$ cat config.mk
export PLATFORM = sky130hd
export DESIGN_NAME = key_matrix_scan
export DESIGN_NICKNAME = d
export VERILOG_FILES = /design/src/rtl/key_matrix_scan.sv
export SDC_FILE = /design/constraint.sdc
export NUM_CORES = 1
export LEC_CHECK = 0
export BUFFER_PORTS_ARGS = -buffer_cell sky130_fd_sc_hd__buf_2
export CAP_MARGIN = 20
export CORE_ASPECT_RATIO = 1.1
export CORE_MARGIN = 4
export CORE_UTILIZATION = 45
export CTS_CLUSTER_DIAMETER = 100
export DETAILED_ROUTE_END_ITERATION = 7
export PLACE_DENSITY = 0.68
export RECOVER_POWER = 100
export SKIP_CTS_REPAIR_TIMING = 1
export SYNTH_ARGS = -nofsm -noshare
export SYNTH_HDL_FRONTEND = slang
export SYNTH_SLANG_ARGS = --single-unit
$ cat constraint.sdc
create_clock -name clk -period 2.7 [get_ports clk]
set_clock_uncertainty 0.05 [all_clocks]
set_input_delay 0.27 -clock clk [delete_from_list [all_inputs] [get_ports clk]]
set_output_delay 0.27 -clock clk [all_outputs]
set_load 0.005 [all_outputs]
$ cat src/rtl/key_matrix_scan.sv
// key_matrix_scan: 4x4 active-low keypad scanner with debounce and an 8-digit BCD entry register.
// Columns are driven one-hot low. Each column dwells for 2^SCAN_W cycles, and the rows are
// sampled at the end of that dwell. A frame covers four columns and produces at most one code:
// the first hit in scan order. Frame results are debounced by a small FSM, and each accepted
// press shifts a decimal digit into bcd8d.
// Optional build macro: KEY_AUTOREPEAT_EN enables auto-repeat of a held key every
// REPEAT_FRAMES frames. When the macro is undefined, each press produces exactly one key_valid.

module key_matrix_scan #(
    parameter int unsigned SCAN_W        = 16,
    parameter int unsigned DEB_FRAMES    = 3,
    parameter int unsigned REPEAT_FRAMES = 32
) (
    input  logic        clk,
    input  logic        rst,
    input  logic        clr,
    input  logic [3:0]  key_row,
    output logic [3:0]  key_col,
    output logic [3:0]  key_code,
    output logic        key_valid,
    output logic        key_held,
    output logic [31:0] bcd8d
);

    // Reject illegal configurations at elaboration time.
    if (SCAN_W < 2) begin : g_bad_scan_w
        $error("SCAN_W must be at least 2");
    end
    if (DEB_FRAMES < 2 || DEB_FRAMES > 15) begin : g_bad_deb_frames
        $error("DEB_FRAMES must be in 2..15");
    end
    if (REPEAT_FRAMES < 1) begin : g_bad_repeat_frames
        $error("REPEAT_FRAMES must be at least 1");
    end

    localparam logic [3:0] DebLast = 4'(DEB_FRAMES);

    typedef enum logic [1:0] {
        StIdle,
        StDeb,
        StPressed,
        StRel
    } state_e;

    // Row synchronizer.
    logic [3:0] row_meta_q;
    logic [3:0] row_sync_q;

    // Column scan timing.
    logic [SCAN_W-1:0] div_q;
    logic              tick;
    logic              frame_end;
    logic [1:0]        col_idx_q;
    logic [1:0]        col_idx_d;
    logic [3:0]        key_col_q;
    logic [3:0]        key_col_d;

    // Per-column hit and frame accumulator.
    logic       col_hit;
    logic [1:0] hit_row;
    logic       acc_found_q;
    logic       acc_found_d;
    logic [3:0] acc_code_q;
    logic [3:0] acc_code_d;
    logic       frame_found;
    logic [3:0] frame_code;

    // Debounce FSM and outputs.
    state_e     state_q;
    state_e     state_d;
    logic [3:0] cand_q;
    logic [3:0] cand_d;
    logic [3:0] cnt_q;
    logic [3:0] cnt_d;
    logic [3:0] key_code_q;
    logic [3:0] key_code_d;
    logic       key_held_q;
    logic       key_held_d;
    logic       key_valid_q;
    logic       accept;
    logic [3:0] accept_code;
    logic [31:0] bcd_q;
    logic [31:0] bcd_d;

`ifdef KEY_AUTOREPEAT_EN
    localparam int unsigned    RepW    = $clog2(REPEAT_FRAMES + 1);
    localparam logic [RepW-1:0] RepLast = RepW'(REPEAT_FRAMES);
    logic [RepW-1:0] rep_q;
    logic [RepW-1:0] rep_d;
`endif

    assign tick      = &div_q;
    assign frame_end = tick && (col_idx_q == 2'd3);

    // Two-flop synchronizer on the asynchronous row inputs; idle rows read high.
    always_ff @(posedge clk or posedge rst) begin
        if (rst) begin
            row_meta_q <= 4'hF;
            row_sync_q <= 4'hF;
        end else begin
            row_meta_q <= key_row;
            row_sync_q <= row_meta_q;
        end
    end

    // Free-running dwell divider; the all-ones value marks the end of a column.
    always_ff @(posedge clk or posedge rst) begin
        if (rst) begin
            div_q <= '0;
        end else begin
            div_q <= div_q + 1'b1;
        end
    end

    // Next column index and its registered one-hot-low drive pattern.
    always_comb begin
        col_idx_d = col_idx_q;
        key_col_d = key_col_q;
        if (tick) begin
            col_idx_d = col_idx_q + 2'd1;
            key_col_d = ~(4'b0001 << col_idx_d);
        end
    end

    // Column index and column drive registers.
    always_ff @(posedge clk or posedge rst) begin
        if (rst) begin
            col_idx_q <= 2'd0;
            key_col_q <= 4'b1110;
        end else begin
            col_idx_q <= col_idx_d;
            key_col_q <= key_col_d;
        end
    end

    // Lowest active row within the current column.
    always_comb begin
        col_hit = ~&row_sync_q;
        hit_row = 2'd0;
        if (!row_sync_q[0]) begin
            hit_row = 2'd0;
        end else if (!row_sync_q[1]) begin
            hit_row = 2'd1;
        end else if (!row_sync_q[2]) begin
            hit_row = 2'd2;
        end else if (!row_sync_q[3]) begin
            hit_row = 2'd3;
        end
    end

    // Frame result including the column being sampled now; earlier columns take priority.
    always_comb begin
        frame_found = acc_found_q | col_hit;
        frame_code  = acc_found_q ? acc_code_q : {hit_row, col_idx_q};
        acc_found_d = acc_found_q;
        acc_code_d  = acc_code_q;
        if (tick) begin
            if (frame_end) begin
                acc_found_d = 1'b0;
                acc_code_d  = 4'd0;
            end else if (!acc_found_q && col_hit) begin
                acc_found_d = 1'b1;
                acc_code_d  = {hit_row, col_idx_q};
            end
        end
    end

    // Frame accumulator registers.
    always_ff @(posedge clk or posedge rst) begin
        if (rst) begin
            acc_found_q <= 1'b0;
            acc_code_q  <= 4'd0;
        end else begin
            acc_found_q <= acc_found_d;
            acc_code_q  <= acc_code_d;
        end
    end

    // Debounce FSM next state; it advances only on frame-end ticks.
    always_comb begin
        state_d     = state_q;
        cand_d      = cand_q;
        cnt_d       = cnt_q;
        key_code_d  = key_code_q;
        key_held_d  = key_held_q;
        accept      = 1'b0;
        accept_code = key_code_q;
`ifdef KEY_AUTOREPEAT_EN
        rep_d       = rep_q;
`endif
        if (frame_end) begin
            case (state_q)
                StIdle: begin
                    if (frame_found) begin
                        state_d = StDeb;
                        cand_d  = frame_code;
                        cnt_d   = 4'd1;
                    end
                end
                StDeb: begin
                    if (!frame_found) begin
                        state_d = StIdle;
                        cnt_d   = 4'd0;
                    end else if (frame_code != cand_q) begin
                        // A different key restarts the count rather than aborting.
                        cand_d = frame_code;
                        cnt_d  = 4'd1;
                    end else if (cnt_q + 4'd1 == DebLast) begin
                        state_d     = StPressed;
                        cnt_d       = 4'd0;
                        key_code_d  = cand_q;
                        key_held_d  = 1'b1;
                        accept      = 1'b1;
                        accept_code = cand_q;
`ifdef KEY_AUTOREPEAT_EN
                        rep_d       = '0;
`endif
                    end else begin
                        cnt_d = cnt_q + 4'd1;
                    end
                end
                StPressed: begin
                    if (!frame_found) begin
                        state_d = StRel;
                        cnt_d   = 4'd1;
`ifdef KEY_AUTOREPEAT_EN
                        rep_d   = '0;
`endif
                    end else begin
`ifdef KEY_AUTOREPEAT_EN
                        if (frame_code == key_code_q) begin
                            if (rep_q + RepW'(1) == RepLast) begin
                                accept      = 1'b1;
                                accept_code = key_code_q;
                                rep_d       = '0;
                            end else begin
                                rep_d = rep_q + RepW'(1);
                            end
                        end else begin
                            rep_d = '0;
                        end
`endif
                    end
                end
                StRel: begin
                    if (frame_found) begin
                        state_d = StPressed;
                        cnt_d   = 4'd0;
                    end else if (cnt_q + 4'd1 == DebLast) begin
                        state_d    = StIdle;
                        cnt_d      = 4'd0;
                        key_held_d = 1'b0;
                    end else begin
                        cnt_d = cnt_q + 4'd1;
                    end
                end
                default: begin
                    state_d = StIdle;
                    cnt_d   = 4'd0;
                end
            endcase
        end
    end

    // Digit register update: shift in 0..9, clear on 0xA, ignore others; clr always wins.
    always_comb begin
        bcd_d = bcd_q;
        if (accept) begin
            if (accept_code <= 4'd9) begin
                bcd_d = {bcd_q[27:0], accept_code};
            end else if (accept_code == 4'hA) begin
                bcd_d = 32'd0;
            end
        end
        if (clr) begin
            bcd_d = 32'd0;
        end
    end

    // FSM, output, and digit registers.
    always_ff @(posedge clk or posedge rst) begin
        if (rst) begin
            state_q     <= StIdle;
            cand_q      <= 4'd0;
            cnt_q       <= 4'd0;
            key_code_q  <= 4'd0;
            key_held_q  <= 1'b0;
            key_valid_q <= 1'b0;
            bcd_q       <= 32'd0;
        end else begin
            state_q     <= state_d;
            cand_q      <= cand_d;
            cnt_q       <= cnt_d;
            key_code_q  <= key_code_d;
            key_held_q  <= key_held_d;
            key_valid_q <= accept;
            bcd_q       <= bcd_d;
        end
    end

`ifdef KEY_AUTOREPEAT_EN
    // Auto-repeat frame counter.
    always_ff @(posedge clk or posedge rst) begin
        if (rst) begin
            rep_q <= '0;
        end else begin
            rep_q <= rep_d;
        end
    end
`endif

    assign key_col   = key_col_q;
    assign key_code  = key_code_q;
    assign key_valid = key_valid_q;
    assign key_held  = key_held_q;
    assign bcd8d     = bcd_q;

endmodule

[After elaboration in Yosys (flattened, before gate mapping)]
Index checks and enable logic that the tools add are counted.
Widths: inputs -> output; s select.
Operators by class
  $add $sub $neg: 3
  multiply operators: 0
  divide/modulo/power cells: 0
  magnitude comparators: 1
  equality and inequality tests: 18
  shift operators: 1
  muxes and demuxes: 48
  bitwise operators: 2
  reduce and logical (&&, ||, !) cells: 18
Operators by type and width (number)
  $mux 32: 4
  $mux 4: 17
  $mux 2: 11
  $reduce_and 17->1: 1
  $add 16x1->16 const B: 1
  $ne 2x2->1 const B: 8
  $pmux 4 s4: 1
  $reduce_and 16->1: 1
  $mux 1: 12
  $ne 3x3->1 const B: 3
  $pmux 2 s4: 1
  $pmux 4 s2: 1
  $reduce_bool 2->1: 4
  $reduce_and 7->1: 1
  $eq 2x2->1 const B: 3
  $reduce_and 6->1: 1
  $reduce_and 5->1: 1
  $add 4x1->4 const B: 1
  $eq 4x2->1 const B: 1
  $eq 4x4->1 const B: 1
  $le 4x4->1 const B: 1
  $ne 4x4->1: 1
  $not 4->4: 1
  $reduce_and 4->1: 1
  11 further kinds: 13
Word-level totals
  register bits: 83
  bits in latches: 0
  bits in writable memories: 0
  bits in read-only memories: 0
  bits of input ports: 7
  output and inout port bits: 42
  memories: 0

[Longest topological paths before layout]
  depth after elaboration: 15
  mapped depth: 9

[Worst setup path before layout]
OpenSTA, ideal clock, no wires.
  path type: register to register
  start: register div_q[0]
  end: register cand_q[3]
  setup time: 128 ps
  data arrival time: 2005 ps
  data required time: 2522 ps
  path slack: 517 ps
  stages on the path, launching flop included: 9
  path buffers: 1
  path through: dfrtp_1 -> ha_1 -> nand2_1 -> nor4_4 -> and2_1 -> buf_4 -> nand2b_2 -> a21oi_2 -> mux2_1
On the way
  cells in the longest elaborated chain, start to end: 3
RTL lines
  start: declaration: RTL line 50  | logic [SCAN_W-1:0] div_q;
  start signal: assignment: RTL line 111  | div_q <= div_q + 1'b1;
  $reduce_and 16->1: RTL line 92  | assign tick = &div_q;
  $logic_and 1x1->1: RTL line 93  | assign frame_end = tick && (col_idx_q == 2'd3);
  $reduce_and 5->1 (no source line)
  end signal: assignment: RTL line 292  | cand_q <= cand_d;
  end: declaration: RTL line 71  | logic [3:0] cand_q;
No other way between the ends.
A chain may end at the register's enable or synchronous reset.

[Final worst setup path]
  start: register acc_found_q
  end: register bcd_q[15] (netlist: bcd8d[15])
On the way
  cells in the longest elaborated chain, start to end: 10
  elaborated cells between the ends (all ways): 19
  those cells by class: 1 x order compare; 2 x eq/ne; 12 x mux; 1 x bitwise; 3 x reduce/logical
RTL lines
  start: declaration: RTL line 61  | logic acc_found_q;
  start signal: assignment: RTL line 174  | acc_found_q <= acc_found_d;
  $mux 4: RTL line 154  | frame_code = acc_found_q ? acc_code_q : {hit_row, col_idx_q};
  $ne 4x4->1: RTL line 204  | end else if (frame_code != cand_q) begin
  $mux 4: RTL line 204
  $mux 4 (2 in a row)
  $mux 4: RTL line 191  | if (frame_end) begin
  $le 4x4->1: RTL line 269  | if (accept_code <= 4'd9) begin
  $mux 32: RTL line 269
  $mux 32: RTL line 268  | if (accept) begin
  $mux 32: RTL line 275  | if (clr) begin
  end signal: assignment: RTL line 289  | bcd_q <= 32'd0;
  end signal: assignment: RTL line 297  | bcd_q <= bcd_d;
  end: declaration: RTL line 82  | logic [31:0] bcd_q;
Parallel ways exist; a longest one is shown, timed or not. The select of a mux whose other input is x is not followed.

==> flow_summary.toml <==
[layout]
instances_no_fill = 498
num_antenna_cells = 0
drive_gt1_frac = 0.190
final_area_mm2 = 0.00430
synthToLayoutAreaGrowth_pct = 15.2
fin_util = 0.538
layout_commonest_cell = "dfrtp_1"
nNetsFinal = 399
layout_common_cells = "72 x dfrtp_1, 30 x nand2b_1, 28 x buf_2"

[worst_setup_path]
crit_type = "flip-flop to flip-flop"
setup.worst_path.end_class = "flip-flop"
arrival_ns = 2.59
cp.required_ns = 2.87
critPathLaunchType = "flip-flop"
r2r_end = "bcd8d[15]"
crit_chain = "mux2i_1 > xnor2_1 > nand2_1 > nor4_2 > and3_1 > clkbuf_4 > o22ai_1"
r2r_start = "acc_found_q"
crit_family = "simple AND/OR/NAND/NOR gates"
cp_slowest_cell = "dfrtp_1"
r2r_slack_ns = 0.29
critPathBufInv = 1
rr_worst_depth = 7
slowest_delay_ns = 0.53
crit_path_max_fanout = 32

[yosys]
synthesis.instances = 329
synth_top_area_share = 0.482
synth_edf_count = 0
synth.distinct_cells = 57
avgSynthCellArea_um2 = 11.4
synth-seq-cells = 83
synth_top_flop_cell = "dfrtp_1"
synth_area_mm2 = 0.00373
synth_area_leaders = "dfrtp_1 48%, dfstp_2 7.7%, nand2b_1 5.0%, o22ai_1 4.5%, xnor2_1 3.0%"
yosysTopAreaCell = "dfrtp_1"
ys_seq_area_frac = 0.560
synthArstFlopShare = 1.00
syn_nets = 343
ys.warnings.count = 0

[routing]
drt-wirelength-per-cell_um = 14.2
drc = 0
drt-pass1-iter-count = 4
vias = 2621
first_iter_violations = 94
vias_per_cell = 5.26
drtAntennaViolNets = 0
routed_wl_um = 7080

[placement]
place_area_mm2 = 0.00410
dp_worst_setup_slack_ns = 0.317
dp_hpwl_um = 5020
place.port_buffers = 48
place.gp.congestion = 0.809
placedCellCount = 477

[worst_hold_path]
min_path_cells = 0
min_path_type = "flip-flop to flip-flop"
hp-start = "row_meta_q[1]"
hold-path-endpoint = "row_sync_q[1]"

[timing]
postLayoutSetupSlackWorst_ns = 0.286
fmax_mhz = 414
min_period_ns = 2.41
slew_headroom = 0.0477
tightest_slew_ns = 1.42
tns_ns = 0
setup_violations = 0
rsz0062_at_grt = "false"
period_share = 0.894
slew_viol_final = 0
holdWs_ns = 0.308
hold_violations = 0

[die]
start_util = 0.467
io_pins = 49
core_area_mm2 = 0.00800
die_h_um = 104
std_cell_rows = 34
dieWidth_um = 94.9
dieArea_mm2 = 0.00982

[clocking]
cts_buffers = 9
ctsRootBufferMaster = "clkbuf_8"
cts_tree = "yes"
h-tree-depth = 3
clk_path_buf_depth = 2
worst_skew_pair.late_latency_ns = 0.35
cts_sinks = 83
path_clk_slew_ns = 0.09

[power]
p_comb_frac = 0.029
switching_share = 0.220
peakVddDrop_uv = 367
intPower_mw = 1.81
pwr-share-clk = 0.430
switching_power_mw = 0.510
p_seq_frac = 0.542
power.density_mw_per_mm2 = 539
power_mw = 2.32
p_leak_nw = 1.99

[global_routing]
grt_pass1_vias = 2528
grt_pass1_wl_um = 11900
grt_max_degree = 37
grt_util_all_layers = 0.153
antenna_found_initial = 0
grt-ovfl-total = 0

[outcome]
outcome = "finished clean"

[flow_run]
maxCapViolCount = 0
==> state kept, by name (all words and copies together) (netlist names), named ones only <==
| signal | count |
|---|---|
| div_q | 16 |
| key_held | 1 |
| cnt_q | 4 |
| row_meta_q | 4 |
| acc_found_q | 1 |
| acc_code_q | 4 |
| cand_q | 4 |
| row_sync_q | 4 |
| key_valid | 1 |
| key_code | 4 |
| col_idx_q | 2 |
| key_col | 4 |
| state_q | 1 |
| bcd8d | 32 |
==> cell type report <==
cell class	count	area (um2)
fill	752	3690
sequential	83	2090
multi-input combinational	218	1500
timing repair buffer	60	305
tap	108	135
clock buffer	10	128
clock inverter	6	96.3
inverter	13	50.0
==> routing by layer <==
layer  GRT usage  wire, um
met3      0.0290       295
met1       0.207      3230
met4      0.0660       116
met2       0.237      3430
met5           0         0
==> Yosys cell counts (all sizes together) (6+ instances only) <==
library cell,count
a21oi,7
and3,6
buf,10
dfrtp,72
dfstp,11
ha,7
inv,13
mux2,10
nand2,28
nand2b,31
nand3,11
nand4,6
nor2,11
nor3,6
o21ai,8
o22ai,27
xnor2,13
xor2,7
==> power by group through the flow <==
stage	Combinational [mW]	Sequential (mW)	Clock (mW)
detailed placement	0.0642	1.28	0
CTS	0.0646	1.26	1.03
finish	0.0664	1.26	0.997
global placement	0.0639	1.28	0
global route	0.0756	1.26	1.09
floorplan	0.0462	1.28	0
==> worst register-to-register path, delay by kind of cell, from the launching register on <==
family,cells,cell delay (ns)
simple gates,3,0.73
flops,1,0.53
buf+inv,1,0.35
mux,1,0.32
compound gates,1,0.17
xor+xnor,1,0.15
==> kinds of logic after synthesis <==
logic type / share of synthesized area
flip-flops: 0.560
multiplexers: 0.0436
adder cells (fa/ha/maj): 0.0234
AND/OR/NAND/NOR: 0.179
buffers and inverters: 0.0348
AO/OA/AOI/OAI: 0.113
XOR/XNOR: 0.0469
==> worst max-delay path by stage <==
stage | endpoint | startpoint | depth (start not counted) | slack [ns]
finish | bcd8d[15] | acc_found_q | 7 | 0.29
global route | bcd8d[2] | acc_found_q | 7 | 0.06
CTS | key_code[3] | acc_found_q | 6 | 0.30
detailed placement | key_code[3] | acc_found_q | 6 | 0.32
global placement | key_code[0] | acc_found_q | 6 | 0.38
floorplan | async pin | rst | 1 | 0.26
(Power assumes the default switching activity.)
